**src/rtl/serial_adder.sv**
```systemverilog
// Bit-serial WIDTH-bit adder, LSB first, one bit per clock, valid/ready on both sides.
// Define SERIAL_ADDER_SUB_EN to add the `sub` port for (a - b) mod 2^WIDTH.
module serial_adder #(
  parameter int WIDTH = 8
) (
  input  logic             clk,
  input  logic             rst,
  input  logic             in_valid,
  output logic             in_ready,
  input  logic [WIDTH-1:0] a,
  input  logic [WIDTH-1:0] b,
`ifdef SERIAL_ADDER_SUB_EN
  input  logic             sub,
`endif
  output logic             out_valid,
  input  logic             out_ready,
  output logic [WIDTH-1:0] sum,
  output logic             cout
);

  localparam int CNT_W = $clog2(WIDTH) + 1;
  localparam logic [CNT_W-1:0] LAST_BIT = CNT_W'(WIDTH - 1);

  typedef enum logic [1:0] {IDLE, RUN, DONE} state_t;

  state_t           state;
  logic [WIDTH-1:0] a_sr;
  logic [WIDTH-1:0] b_sr;
  logic [WIDTH-1:0] sum_r;
  logic             carry;
  logic [CNT_W-1:0] cnt;
  logic             sub_r;

  logic b_bit;
  logic s0;
  logic c0;
  logic s1;
  logic c1;

`ifndef SERIAL_ADDER_SUB_EN
  assign sub_r = 1'b0;
`endif

  // Subtraction is a + ~b + 1: invert B on entry, carry seeded with 1 at accept.
  assign b_bit = b_sr[0] ^ sub_r;

  half_adder u_ha0 (.x(a_sr[0]), .y(b_bit), .s(s0), .c(c0));
  half_adder u_ha1 (.x(s0),      .y(carry), .s(s1), .c(c1));

  always_ff @(posedge clk) begin
    if (rst) begin
      state <= IDLE;
      sum_r <= '0;
      carry <= 1'b0;
      cnt   <= '0;
    end else begin
      case (state)
        IDLE: begin
          if (in_valid) begin
            a_sr  <= a;
            b_sr  <= b;
`ifdef SERIAL_ADDER_SUB_EN
            sub_r <= sub;
            carry <= sub;
`else
            carry <= 1'b0;
`endif
            cnt   <= '0;
            state <= RUN;
          end
        end
        RUN: begin
          sum_r <= {s1, sum_r[WIDTH-1:1]};
          a_sr  <= a_sr >> 1;
          b_sr  <= b_sr >> 1;
          carry <= c0 | c1;
          cnt   <= cnt + 1'b1;
          if (cnt == LAST_BIT) state <= DONE;
        end
        DONE: begin
          if (out_ready) state <= IDLE;
        end
        default: state <= IDLE;
      endcase
    end
  end

  // Handshake flags decode registered state only; no input-to-output path.
  assign in_ready  = (state == IDLE);
  assign out_valid = (state == DONE);
  assign sum       = sum_r;
  assign cout      = carry;

endmodule

module half_adder (
  input  logic x,
  input  logic y,
  output logic s,
  output logic c
);
  assign s = x ^ y;
  assign c = x & y;
endmodule

```
**config.mk**
```make
export PLATFORM = sky130hd
export DESIGN_NAME = serial_adder
export DESIGN_NICKNAME = d
export VERILOG_FILES = /design/src/rtl/serial_adder.sv
export SDC_FILE = /design/constraint.sdc
export NUM_CORES = 1
export LEC_CHECK = 0
export CAP_MARGIN = 0
export CORE_ASPECT_RATIO = 1.4
export CORE_UTILIZATION = 35
export DETAILED_ROUTE_END_ITERATION = 7
export GPL_TIMING_DRIVEN = 0
export SLEW_MARGIN = 10
export SYNTH_ARGS = -nofsm -noshare
export SYNTH_HDL_FRONTEND = slang
export SYNTH_SLANG_ARGS = --single-unit
```
**constraint.sdc**
```tcl
create_clock -name clk -period 2.7 [get_ports clk]
set_clock_uncertainty 0.1 [all_clocks]
set_input_delay 0.81 -clock clk [delete_from_list [all_inputs] [get_ports clk]]
set_output_delay 0.81 -clock clk [all_outputs]
set_load 0.02 [all_outputs]
```
==> flow_summary.json <==
{
  "status": "finished, final reports clean",
  "post-dp-hpwl_um": 1750,
  "synth-seq-cells": 31,
  "grt_max_degree": 17,
  "finalWirelength_um": 2430,
  "synth.area.top_cells": "edfxtp_1 (37%), dfxtp_1 (23%), nand2_1 (17%), a21oi_1 (3.1%), buf_2 (1.9%)",
  "syn-cell-area_um2": 1300,
  "critPathMaxFanout": 7,
  "worst_ir_drop_vdd_v": 0.000342,
  "grt_usage": 0.152,
  "async_flop_share": 0,
  "cts_resized": 0,
  "crit_path_end_kind": "output port",
  "syn_avg_cell_area_um2": 9.40,
  "drt_pass1_iterations": 4,
  "worst_slack_ns": 0.325,
  "finalMaxSlewViolations": 0,
  "initial_core_util": 0.374,
  "rsz0062_at_grt": "false",
  "cts_tree": "built",
  "grt_pass1_vias": 1014,
  "grt_overflow_total": 0,
  "antenna_cells": 0,
  "synth_edf_count": 16,
  "required_ns": 1.79,
  "synth_cell_types": 26,
  "finalSetupViolCount": 0,
  "coreArea_um2": 3470,
  "clk_pin_slew_worst_paths_ns": 0.06,
  "fillCellCount": 344,
  "worstSkewPairLatency_ns": 0.28,
  "hold_path_class": "reg -> reg",
  "place_area_um2": 1640,
  "htree_levels": 2,
  "regArea_um2": 781,
  "numPortBuffers": 29,
  "yosysSeqAreaShare": 0.602,
  "multi_input_area_um2": 472,
  "antenna_found_initial": 0,
  "worst_pin_slew_ns": 0.769,
  "slew_headroom": 0.487,
  "fin_area_um2": 1720,
  "drt_iter0_markers": 4,
  "die_height_um": 74.0,
  "finalNonFillerCells": 215,
  "avgRoutedWirePerCell_um": 11.3,
  "netlist.top_cell.by_area": "edfxtp_1",
  "clockRootBuffer": "clkbuf_8",
  "crit_type": "reg -> out",
  "drive_gt1_frac": 0.0800,
  "post-route-period-util": 0.880,
  "dpl.cell_count": 207,
  "via_count": 1015,
  "place_ws_ns": -0.300,
  "gp_congestion": 0.683,
  "grt_pass1_wl_um": 4250,
  "cts-buffers-inserted": 5,
  "holdBufCountCts": 0,
  "netlist_top_cells_count": "nand2_1 (59), edfxtp_1 (16), dfxtp_1 (15)",
  "yosysMostFrequentCell": "nand2_1",
  "synth_ff_type": "edfxtp_1",
  "tns_ns": 0,
  "start_kind": "register",
  "cap_violations": 0,
  "rows": 25,
  "dieArea_um2": 3960,
  "cts.path.max_buffers": 2,
  "p_leak_nw": 0.671,
  "cts.sinks": 31,
  "synth_top_area_frac": 0.370,
  "postCtsSetupBuffers": 0,
  "clock.fmax_mhz": 421,
  "p_per_area_nw_per_um2": 572,
  "postRouteAntennaNets": 0,
  "die_w_um": 53.5,
  "vias_per_cell": 4.72,
  "final_hold_viol_count": 0,
  "route.detailed.drc": 0,
  "arrival_ns": 1.47,
  "synth_cells": 138,
  "yosys_warnings": 0,
  "synth_nets": 160,
  "fin_crit_ns": 2.38,
  "nets": 196,
  "io_pins": 31,
  "syn_to_final_growth_pct": 32.7,
  "hold_slack_ns": 0.357
}
==> worst max-delay path, stage by stage (launching register included) <==
cell and delay (ns):
dfxtp_1 0.36, and2b_1 0.22, clkdlybuf4s50_1 0.60
==> metrics by stage <==
stage | util | total power [mW]
after floorplan | - | 0.601
after global placement | 0.472 | 0.649
after detailed placement | 0.472 | 0.651
after CTS | 0.495 | 0.998
after global routing | 0.496 | 1.04
final | 0.496 | 0.984
==> flip-flops by register name, indices dropped and copies added, names as in the netlist <==
signal	count
a_sr	8
b_sr	8
sum	8
cnt	4
state	2
cout	1
==> cell usage in the layout (no fill, tap or decap), types with 2 or more instances in the layout <==
master	n
a2bb2oi_1	2
nor2b_1	2
buf_2	5
clkdlybuf4s50_1	29
dfxtp_1	15
clkbuf_8	5
nand3_1	2
clkbuf_1	5
and2_1	2
nand2b_1	2
nor2_1	5
inv_1	3
a21oi_1	8
nand2_1	59
edfxtp_1	16
==> cell families after synthesis <==
family,share of synthesized area
adder cells (fa/ha/maj),0.0251
AND/OR/NAND/NOR,0.256
AO/OA/AOI/OAI,0.0733
flip-flops,0.602
buffers and inverters,0.0366
multiplexers,0.00771
==> final cells by class <==
| type | instances | area share |
|---|---|---|
| plain buffers | 8 | 0.0211 |
| clock inverters | 1 | 0.00291 |
| multi-input cells | 96 | 0.274 |
| repair buffers | 29 | 0.169 |
| flip-flops and latches | 31 | 0.453 |
| well taps | 40 | 0.0291 |
| clock buffers | 7 | 0.0443 |
| inverters | 3 | 0.00654 |
==> where the power goes <==
| group | total, mW | switching (mW) | leakage (nW) | internal, mW |
|---|---|---|---|---|
| sequential | 0.534 | 0.00958 | 0.276 | 0.524 |
| combinational | 0.106 | 0.0538 | 0.353 | 0.0519 |
| clock | 0.345 | 0.165 | 0.0422 | 0.180 |
==> metal layers <==
layer	vias up	track usage	share of wire	wire length, µm
li1	521	-	-	-
met1	459	0.159	0.42	1010
met2	29	0.260	0.51	1230
met3	6	0.0552	0.051	124
met4	0	0.0789	0.025	60
met5	-	0	0	0
==> final timing paths <==
path	start	to	slack, ns	cells after the start
worst min register to register	sum[0]	sum[0]	0.36	2
worst max-delay path	state[0]	out_valid	0.32	2
worst min-delay path	sum[0]	sum[0]	0.36	2
worst max register to register	state[0]	b_sr[7]	0.89	2
No activity file was read; power rests on OpenSTA's default activity.
